## src/rtl/datapath_io_pkg.sv

```systemverilog
// rtl/datapath_io_pkg.sv - shared bus-select codes, ALU opcodes and flag bit positions
package datapath_io_pkg;

  localparam logic [1:0] BUS1_PC   = 2'b00;
  localparam logic [1:0] BUS1_A    = 2'b01;
  localparam logic [1:0] BUS1_B    = 2'b10;
  localparam logic [1:0] BUS1_ZERO = 2'b11;

  localparam logic [1:0] BUS2_ALU  = 2'b00;
  localparam logic [1:0] BUS2_BUS1 = 2'b01;
  localparam logic [1:0] BUS2_MEM  = 2'b10;
  localparam logic [1:0] BUS2_ZERO = 2'b11;

  localparam logic [3:0] ALU_ADD  = 4'h0;
  localparam logic [3:0] ALU_SUB  = 4'h1;
  localparam logic [3:0] ALU_AND  = 4'h2;
  localparam logic [3:0] ALU_OR   = 4'h3;
  localparam logic [3:0] ALU_XOR  = 4'h4;
  localparam logic [3:0] ALU_NOT  = 4'h5;
  localparam logic [3:0] ALU_SHL  = 4'h6;
  localparam logic [3:0] ALU_SHR  = 4'h7;
  localparam logic [3:0] ALU_MUL  = 4'h8;
  localparam logic [3:0] ALU_DIV  = 4'h9;
  localparam logic [3:0] ALU_MOD  = 4'hA;
  localparam logic [3:0] ALU_EQ   = 4'hB;
  localparam logic [3:0] ALU_BCLR = 4'hC;
  localparam logic [3:0] ALU_BSET = 4'hD;

  localparam int FLAG_N = 7;
  localparam int FLAG_Z = 6;
  localparam int FLAG_C = 5;
  localparam int FLAG_P = 4;
  localparam int FLAG_V = 1;

endpackage

```

## src/rtl/datapath_io_alu.sv

```systemverilog
// rtl/datapath_io_alu.sv - combinational ALU (X = Bus1, Y = B) with flag generation
module dp_alu
  import datapath_io_pkg::*;
(
  input  logic [3:0] alu_sel,
  input  logic [7:0] x,
  input  logic [7:0] y,
  output logic [7:0] result,
  output logic [7:0] flags
);

  logic [8:0]  sum;
  logic [15:0] prod;
  logic [7:0]  bit_mask;
  logic        carry;
  logic        overflow;

  assign sum      = {1'b0, x} + {1'b0, y};
  assign prod     = {8'h00, x} * {8'h00, y};
  assign bit_mask = 8'h01 << y[2:0];

  always_comb begin
    result   = 8'h00;
    carry    = 1'b0;
    overflow = 1'b0;
    case (alu_sel)
      ALU_ADD: begin
        result   = sum[7:0];
        carry    = sum[8];
        overflow = (x[7] == y[7]) && (result[7] != x[7]);
      end
      ALU_SUB: begin
        result   = x - y;
        carry    = (x < y);
        overflow = (x[7] != y[7]) && (result[7] != x[7]);
      end
      ALU_AND:  result = x & y;
      ALU_OR:   result = x | y;
      ALU_XOR:  result = x ^ y;
      ALU_NOT:  result = ~x;
      ALU_SHL: begin
        result = {x[6:0], 1'b0};
        carry  = x[7];
      end
      ALU_SHR: begin
        result = {1'b0, x[7:1]};
        carry  = x[0];
      end
      ALU_MUL:  result = prod[7:0];
      // divide/modulo by zero saturate to all-ones instead of trapping
      ALU_DIV:  result = (y == 8'h00) ? 8'hFF : x / y;
      ALU_MOD:  result = (y == 8'h00) ? 8'hFF : x % y;
      ALU_EQ:   result = (x == y) ? 8'h01 : 8'h00;
      ALU_BCLR: result = x & ~bit_mask;
      ALU_BSET: result = x | bit_mask;
      default:  result = 8'h00;
    endcase
  end

  always_comb begin
    flags         = 8'h00;
    flags[FLAG_N] = result[7];
    flags[FLAG_Z] = (result == 8'h00);
    flags[FLAG_C] = carry;
    flags[FLAG_P] = ^result;
    flags[FLAG_V] = overflow;
  end

endmodule

```

## src/rtl/datapath_io.sv

```systemverilog
// rtl/datapath_io.sv - 8-bit datapath registers, bus muxes, ALU and memory-mapped output port
module datapath_io
  import datapath_io_pkg::*;
#(
  parameter logic [7:0] PORT_ADDR = 8'hE0,
  parameter logic [7:0] PC_RESET  = 8'h00
) (
  input  logic       clock,
  input  logic       reset,
  input  logic [1:0] bus1_sel,
  input  logic [1:0] bus2_sel,
  input  logic [3:0] alu_sel,
  input  logic       PC_inc,
  input  logic       PC_load,
  input  logic       MAR_load,
  input  logic       IR_load,
  input  logic       A_load,
  input  logic       B_load,
  input  logic       CCR_load,
  input  logic       write,
  input  logic [7:0] dado_mem,
  output logic [7:0] endereco_mem,
  output logic [7:0] dado_para_mem,
  output logic [7:0] IR,
  output logic [7:0] NZVC,
  output logic [7:0] saida
);

  logic [7:0] pc;
  logic [7:0] mar;
  logic [7:0] a;
  logic [7:0] b;
  logic [7:0] bus1;
  logic [7:0] bus2;
  logic [7:0] alu_result;
  logic [7:0] alu_flags;
  logic       port_write;

  always_comb begin
    bus1 = 8'h00;
    case (bus1_sel)
      BUS1_PC:  bus1 = pc;
      BUS1_A:   bus1 = a;
      BUS1_B:   bus1 = b;
      default:  bus1 = 8'h00;
    endcase
  end

  always_comb begin
    bus2 = 8'h00;
    case (bus2_sel)
      BUS2_ALU:  bus2 = alu_result;
      BUS2_BUS1: bus2 = bus1;
      BUS2_MEM:  bus2 = dado_mem;
      default:   bus2 = 8'h00;
    endcase
  end

  dp_alu u_alu (
    .alu_sel (alu_sel),
    .x       (bus1),
    .y       (b),
    .result  (alu_result),
    .flags   (alu_flags)
  );

  // port decode uses the MAR value present before this edge's load
  assign port_write = write && (mar == PORT_ADDR);

  always_ff @(posedge clock or negedge reset) begin
    if (!reset) begin
      pc    <= PC_RESET;
      mar   <= 8'h00;
      IR    <= 8'h00;
      a     <= 8'h00;
      b     <= 8'h00;
      NZVC  <= 8'h00;
      saida <= 8'h00;
    end else begin
      if (PC_load)      pc <= bus2;
      else if (PC_inc)  pc <= pc + 8'd1;
      if (MAR_load)     mar   <= bus2;
      if (IR_load)      IR    <= bus2;
      if (A_load)       a     <= bus2;
      if (B_load)       b     <= bus2;
      if (CCR_load)     NZVC  <= alu_flags;
      if (port_write)   saida <= bus1;
    end
  end

  assign endereco_mem  = mar;
  assign dado_para_mem = bus1;

endmodule

```

## config.mk

```make
export PLATFORM = sky130hd
export DESIGN_NAME = datapath_io
export DESIGN_NICKNAME = d
export VERILOG_FILES = /design/src/rtl/datapath_io_pkg.sv /design/src/rtl/datapath_io_alu.sv /design/src/rtl/datapath_io.sv
export SDC_FILE = /design/constraint.sdc
export NUM_CORES = 1
export LEC_CHECK = 0
export CORE_MARGIN = 3
export CORE_UTILIZATION = 40
export CTS_CLUSTER_SIZE = 28
export DETAILED_ROUTE_END_ITERATION = 7
export PLACE_DENSITY = 0.64
export SLEW_MARGIN = 20
export SYNTH_ARGS = -nofsm -noshare
export SYNTH_HDL_FRONTEND = slang
export SYNTH_SLANG_ARGS = --single-unit
```

## constraint.sdc

```tcl
create_clock -name clock -period 17.7 [get_ports clock]
set_clock_uncertainty 0.15 [all_clocks]
set_input_delay 4.425 -clock clock [delete_from_list [all_inputs] [get_ports clock]]
set_output_delay 4.425 -clock clock [all_outputs]
set_load 0.05 [all_outputs]
```

---- Word level (Yosys, flattened, before mapping) ----
Index checks and enable logic that the tools add are counted.
operators by class
  add/sub/neg operators ................... 3
  multipliers ............................. 1
  div/mod/pow operators ................... 2
  $lt $le $gt $ge ......................... 1
  equal/unequal tests ..................... 23
  shifts and indexed selects .............. 1
  muxes and demuxes ....................... 10
  bitwise gates (word level) .............. 7
  reductions and logical operators ........ 10
operator list
  operator               count
  $pmux W8 S14           1
  $pmux W8 S3            2
  $mux W8                4
  $eq A4 B4 Y1 const B   6
  $and A8 B8 Y8          2
  $eq A4 B3 Y1 const B   4
  $logic_not A8 Y1       2
  $not A8 Y8             2
  $or A8 B8 Y8           2
  $add A8 B8 Y9          1
  $add A8 B1 Y8 const B  1
  $div A8 B8 Y8          1
  $eq A4 B2 Y1 const B   2
  $eq A8 B8 Y1           1
  $eq A8 B8 Y1 const B   1
  $lt A8 B8 Y1           1
  $mod A8 B8 Y8          1
  $mul A8 B8 Y8          1
  $reduce_xor A8 Y1      1
  $shl A1 B3 Y8 const A  1
  $sub A8 B8 Y8          1
  $xor A8 B8 Y8          1
  $eq A2 B1 Y1 const B   2
  $eq A2 B2 Y1 const B   2
  10 further kinds       15
storage, ports and cells
  bits in registers ....................... 53
  output and inout port bits .............. 40
  logic and storage cells ................. 65

---- Longest topological paths before layout ----
  word-level depth ........................ 7
  gate-level depth with buffers ........... 59
  mapped depth without buffers ............ 56

---- Hierarchy ----
Synthesis repeated with hierarchy kept, for this count alone.
unflattened totals
  cells, all modules ...................... 874
  area total of the unflattened synthesis .. 7224.4 µm²
modules (own cells, without submodules)
  module       times used  cells each  area an instance (µm²)
  dp_alu       1           649         4576.9
  datapath_io  1           225         2647.5

---- Worst setup path after synthesis ----
Ideal clock, no wire load.
  kind .................................... input to register
  start ................................... input port bus1_sel[1]
  end ..................................... register NZVC[4]
  arrival time ............................ 16.142 ns
  path slack .............................. 1.271 ns
  stages .................................. 52
  buffers on the path ..................... 4
  path through ............................ buf_2 > a2bb2oi_1 > inv_1 > ha_1 > a31oi_1 > ha_1 > or3_1 > o221ai_1 > a31oi_1 > ha_1 > o211ai_1 > a211oi_2 > o2bb2a_1 > o21a_1 > ha_1 > a21o_1 > o21a_1 > o21ai_2 > [16 not listed] > nor3_1 > a31oi_1 > buf_2 > buf_2 > mux2_2 > ha_1 > or2_2 > a21o_1 > a2111oi_2 > a211oi_1 > a41oi_1 > o21ai_0 > a311oi_1 > nor2_1 > ha_1 > xnor2_1 > xnor2_1 > a21oi_1
on the way
  word-level cells in the longest chain between the ends .. 6
  elaborated cells on any way between the ends .. 21
  classes of those cells .................. 2 x add/sub; 1 x mul; 2 x div; 3 x eq/ne; 5 x mux; 6 x bitwise; 2 x reduce/logical
ends and longest elaborated chain
  item                                   RTL line               text
  start, declared                        datapath_io.sv:10      input logic [1:0] bus1_sel,
  $eq A2 B2 Y1 (tied with other cells)   datapath_io.sv:41      case (bus1_sel)
  $pmux W8 S3 (*)                        datapath_io.sv:41
  via dado_para_mem[7]                   datapath_io.sv:23      output logic [7:0] dado_para_mem,
  $mod A8 B8 Y8 (tied with other cells)  datapath_io_alu.sv:52  ALU_MOD: result = (y == 8'h00) ? 8'hFF : x % y;
  $mux W8 (tied with other cells)        datapath_io_alu.sv:52
  $pmux W8 S14 (*)                       datapath_io_alu.sv:26  case (alu_sel)
  $reduce_xor A8 Y1 (*)                  datapath_io_alu.sv:65  flags[FLAG_P] = ^result;
  end signal, assigned                   datapath_io.sv:86      if (CCR_load) NZVC <= alu_flags;
  end, declared                          datapath_io.sv:25      output logic [7:0] NZVC,
Mark *: on every way through the listed nets, which the timed path passes. The rest lies on a longest branch.
A chain may end at the register's enable or synchronous reset.

---- Worst setup path after layout ----
  start ................................... input port bus1_sel[0]
  end ..................................... register NZVC[4]
on the way
  word-level cells in the longest chain between the ends .. 6
  elaborated cells on any way between the ends .. 21
  classes of those cells .................. 2 x add/sub; 1 x mul; 2 x div; 3 x eq/ne; 5 x mux; 6 x bitwise; 2 x reduce/logical
ends and longest elaborated chain
  item                                   RTL line
  $eq A2 B2 Y1 (tied with other cells)   datapath_io.sv:41
  $pmux W8 S3 (*)                        datapath_io.sv:41
  $mod A8 B8 Y8 (tied with other cells)  datapath_io_alu.sv:52
  $mux W8 (tied with other cells)        datapath_io_alu.sv:52
  $pmux W8 S14 (*)                       datapath_io_alu.sv:26
  $reduce_xor A8 Y1 (*)                  datapath_io_alu.sv:65
Every way passes the cells marked *; elsewhere a longest branch is shown, timed or not.

==> results.toml <==
[setup_path]
crit_family = "compound AO/OA/AOI/OAI gates"
worstPathArrival_ns = 16.83
crit_buf_inv = 3
critPathSlowestCell = "or4b_2"
cp_max_fo = 21
crit_type = "input port to flip-flop"
critPathCaptureType = "flip-flop"
critPathMaxStageDelay_ns = 0.63
worst_setup_path_start_kind = "input port"
critPathRequiredTime_ns = 17.72
cpMostUsedCell = "ha_1"

[cells_and_area]
diodes = 0
syn2layout_area_growth_pct = 15.11
layout.nets = 1096
final_util_pct = 47.72
layout_common_cells = "nor2_1 (124), a21oi_1 (87), ha_1 (77)"
drive_gt1_share_pct = 8.274
fillCellCount = 1774
multi_input_area_sq_um = 5567
seq_area_sq_um = 1326
post-route-cell-area_sq_um = 8368
layout_commonest_cell = "nor2_1"

[clock_network]
cts_tree = "built"
ctsHtreeMaxLevel = 2
worstSkewPairLatency_ns = 0.30
cts.sinks = 53
cts_buffer_depth = 2
clk_pin_slew_ns = 0.07
postCtsHoldBufs = 0
root_buffer = "clkbuf_16"
cts_buffers = 5

[synth]
synthCells = 937
synth.yosys.seq_area_share_pct = 18.24
yosysWarnings = 0
synth-edff-count = 0
ys_ff_latch = 53
ys.flop_type = "dfrtp_1"
synth_area_per_cell_sq_um = 7.758
mappedNetlistArea_sq_um = 7269
ys_types = 88
synthArstFlopShare_pct = 100.0

[timing]
period_minus_slack_ns = 16.81
clock.fmax_ghz = 0.05949
layout_setup_ws_ns = 0.8899
timing.final.crit_share_pct = 94.97
slew_viol_final = 0
worstMarginPinSlew_ns = 1.150
hold_viol_final = 0
slew_headroom_pct = 23.30
final-setup-viol-count = 0

[drt]
vias = 7269
wl_per_cell_um = 20.41
antenna_left = 0
wl_um = 24580
dr.pass1.iters = 5
first_iter_violations = 596
vias_per_cell = 6.037
dr_wl_met3_um = 1950
drc_errors = 0
wl_met2_um = 11130
wl_met1_um = 10760
maxUsedRoutingLayer = "met4"

[die]
core_area_sq_um = 17540
io_pins = 66
die_h_um = 140.8
num_rows = 48
fp.dieW_um = 140.8
die_area_sq_um = 19830
initial_core_util_pct = 41.45

[global_route]
grt_pass1_wl_um = 39130
grt_use_total_pct = 24.64
antenna_found_initial = 0
grt_pass1_vias = 7026
grt_max_degree = 54
gr-total-overflow = 0

[place]
pre_cts_ws_ns = 0.1015
place.gp.congestion = 0.9678
placed_area_sq_um = 8099
io_buffers = 62
dp_hpwl_um = 18190

[job]
drv_cap = 0

[hold_path]
hp-class = "flip-flop to flip-flop"

[pwr]
ir_drop_mv = 0.09055
power.total_mw = 1.022
cellLeakagePower_nw = 3.636
power.density_nw_per_um2 = 122.1

[run_status]
status = "completed"
## metal layers
layer  track usage [%]  vias to the layer above
met2             39.97                      307
met4             7.802                        0
met1             33.61                     3443
li1                  -                     3473
met3             4.071                       46
met5                 0                        -
## tightest hold or removal path: cells and delay by family (launching register included)
family	cells	cell delay [ns]
flops	1	0.34
compound gates	1	0.07
simple gates	1	0.04
## Yosys cell counts, types with 6 or more instances
library cell	instances	share of area (%)
fa_1	15	4.1
nor2b_1	13	1.1
a2bb2oi_1	7	0.84
nor3_1	25	1.7
or3_1	8	0.69
xor2_1	12	1.4
o22ai_1	7	0.60
o21a_1	20	2.1
o211ai_1	9	0.93
buf_2	15	1.0
a21o_1	13	1.3
clkbuf_1	29	1.5
o21bai_1	6	0.62
inv_1	51	2.6
nand2_1	71	3.7
nand2b_1	16	1.4
dfrtp_1	53	18
nand3b_1	6	0.62
mux2i_1	23	3.2
o21ai_0	37	2.5
a211oi_1	17	1.8
nand4_1	9	0.77
a31oi_1	17	1.5
xnor2_1	28	3.4
nand3_1	13	0.89
nor3b_1	7	0.72
buf_1	6	0.31
a21oi_1	88	6.1
ha_1	77	13
nor2_1	124	6.4
## path summary, 6_finish.rpt
kind                             start  endpoint  cells past startpoint  slack [ns]
max in group asynchronous        reset     pc[0]                      2       12.84
hold reg to reg               saida[2]  saida[2]                      2        0.34
hold / removal                saida[2]  saida[2]                      2        0.34
setup reg to reg                  b[6]   NZVC[4]                     49        4.86
setup / recovery           bus1_sel[0]   NZVC[4]                     51        0.89
min in group asynchronous        reset  saida[3]                      2        4.09
## where the power goes
group	leakage [nW]	total [mW]	internal (mW)	switching, mW
Clock	0.0831	0.116	0.0706	0.0449
Sequential	0.642	0.161	0.140	0.0218
Combinational	2.91	0.745	0.296	0.449
Total	3.64	1.02	0.506	0.516
## layout make-up
type | count | share of cell area (%)
Timing Repair Buffer | 87 | 9.644
Clock buffer | 6 | 1.660
Inverter | 56 | 2.512
Clock inverter | 2 | 0.4486
Sequential cell | 53 | 15.85
Tap cell | 225 | 3.364
Multi-Input combinational cell | 775 | 66.52
## what timing repair did
action,CTS,global route
endpoints found under the setup margin,0,43
buffers inserted,0,2
resized for setup,0,18
## logic make-up (layout without fill, tap and decap cells)
kind of cell	Yosys count	count (layout)	share of synthesized area (%)
DFF	53	53	18.24
xor gates and xnor gates	42	42	5.439
AOI/OAI and AO/OA	288	288	27.09
and+or+nand+nor	323	323	21.70
other	1	3	0.05159
buffers and inverters	111	151	6.299
adders and majority gates	92	92	17.38
muxes	27	27	3.787
## registers in the layout, indices dropped and copies added, names as in the netlist
name          flops
pc                8
NZVC              5
b                 8
saida             8
a                 8
IR                8
endereco_mem      8
## metrics by stage
step | std cells | TNS, ns | hold WS [ns]
final | 1204 | 0 | 0.3369
after global placement | 1194 | 0 | 0.3228
after global routing | 1204 | -0.01630 | 0.3604
after detailed placement | 1194 | 0 | 0.3234
after floorplan | 939 | 0 | 0.3390
after CTS | 1202 | 0 | 0.3403
No activity file was read; power rests on OpenSTA's default activity.
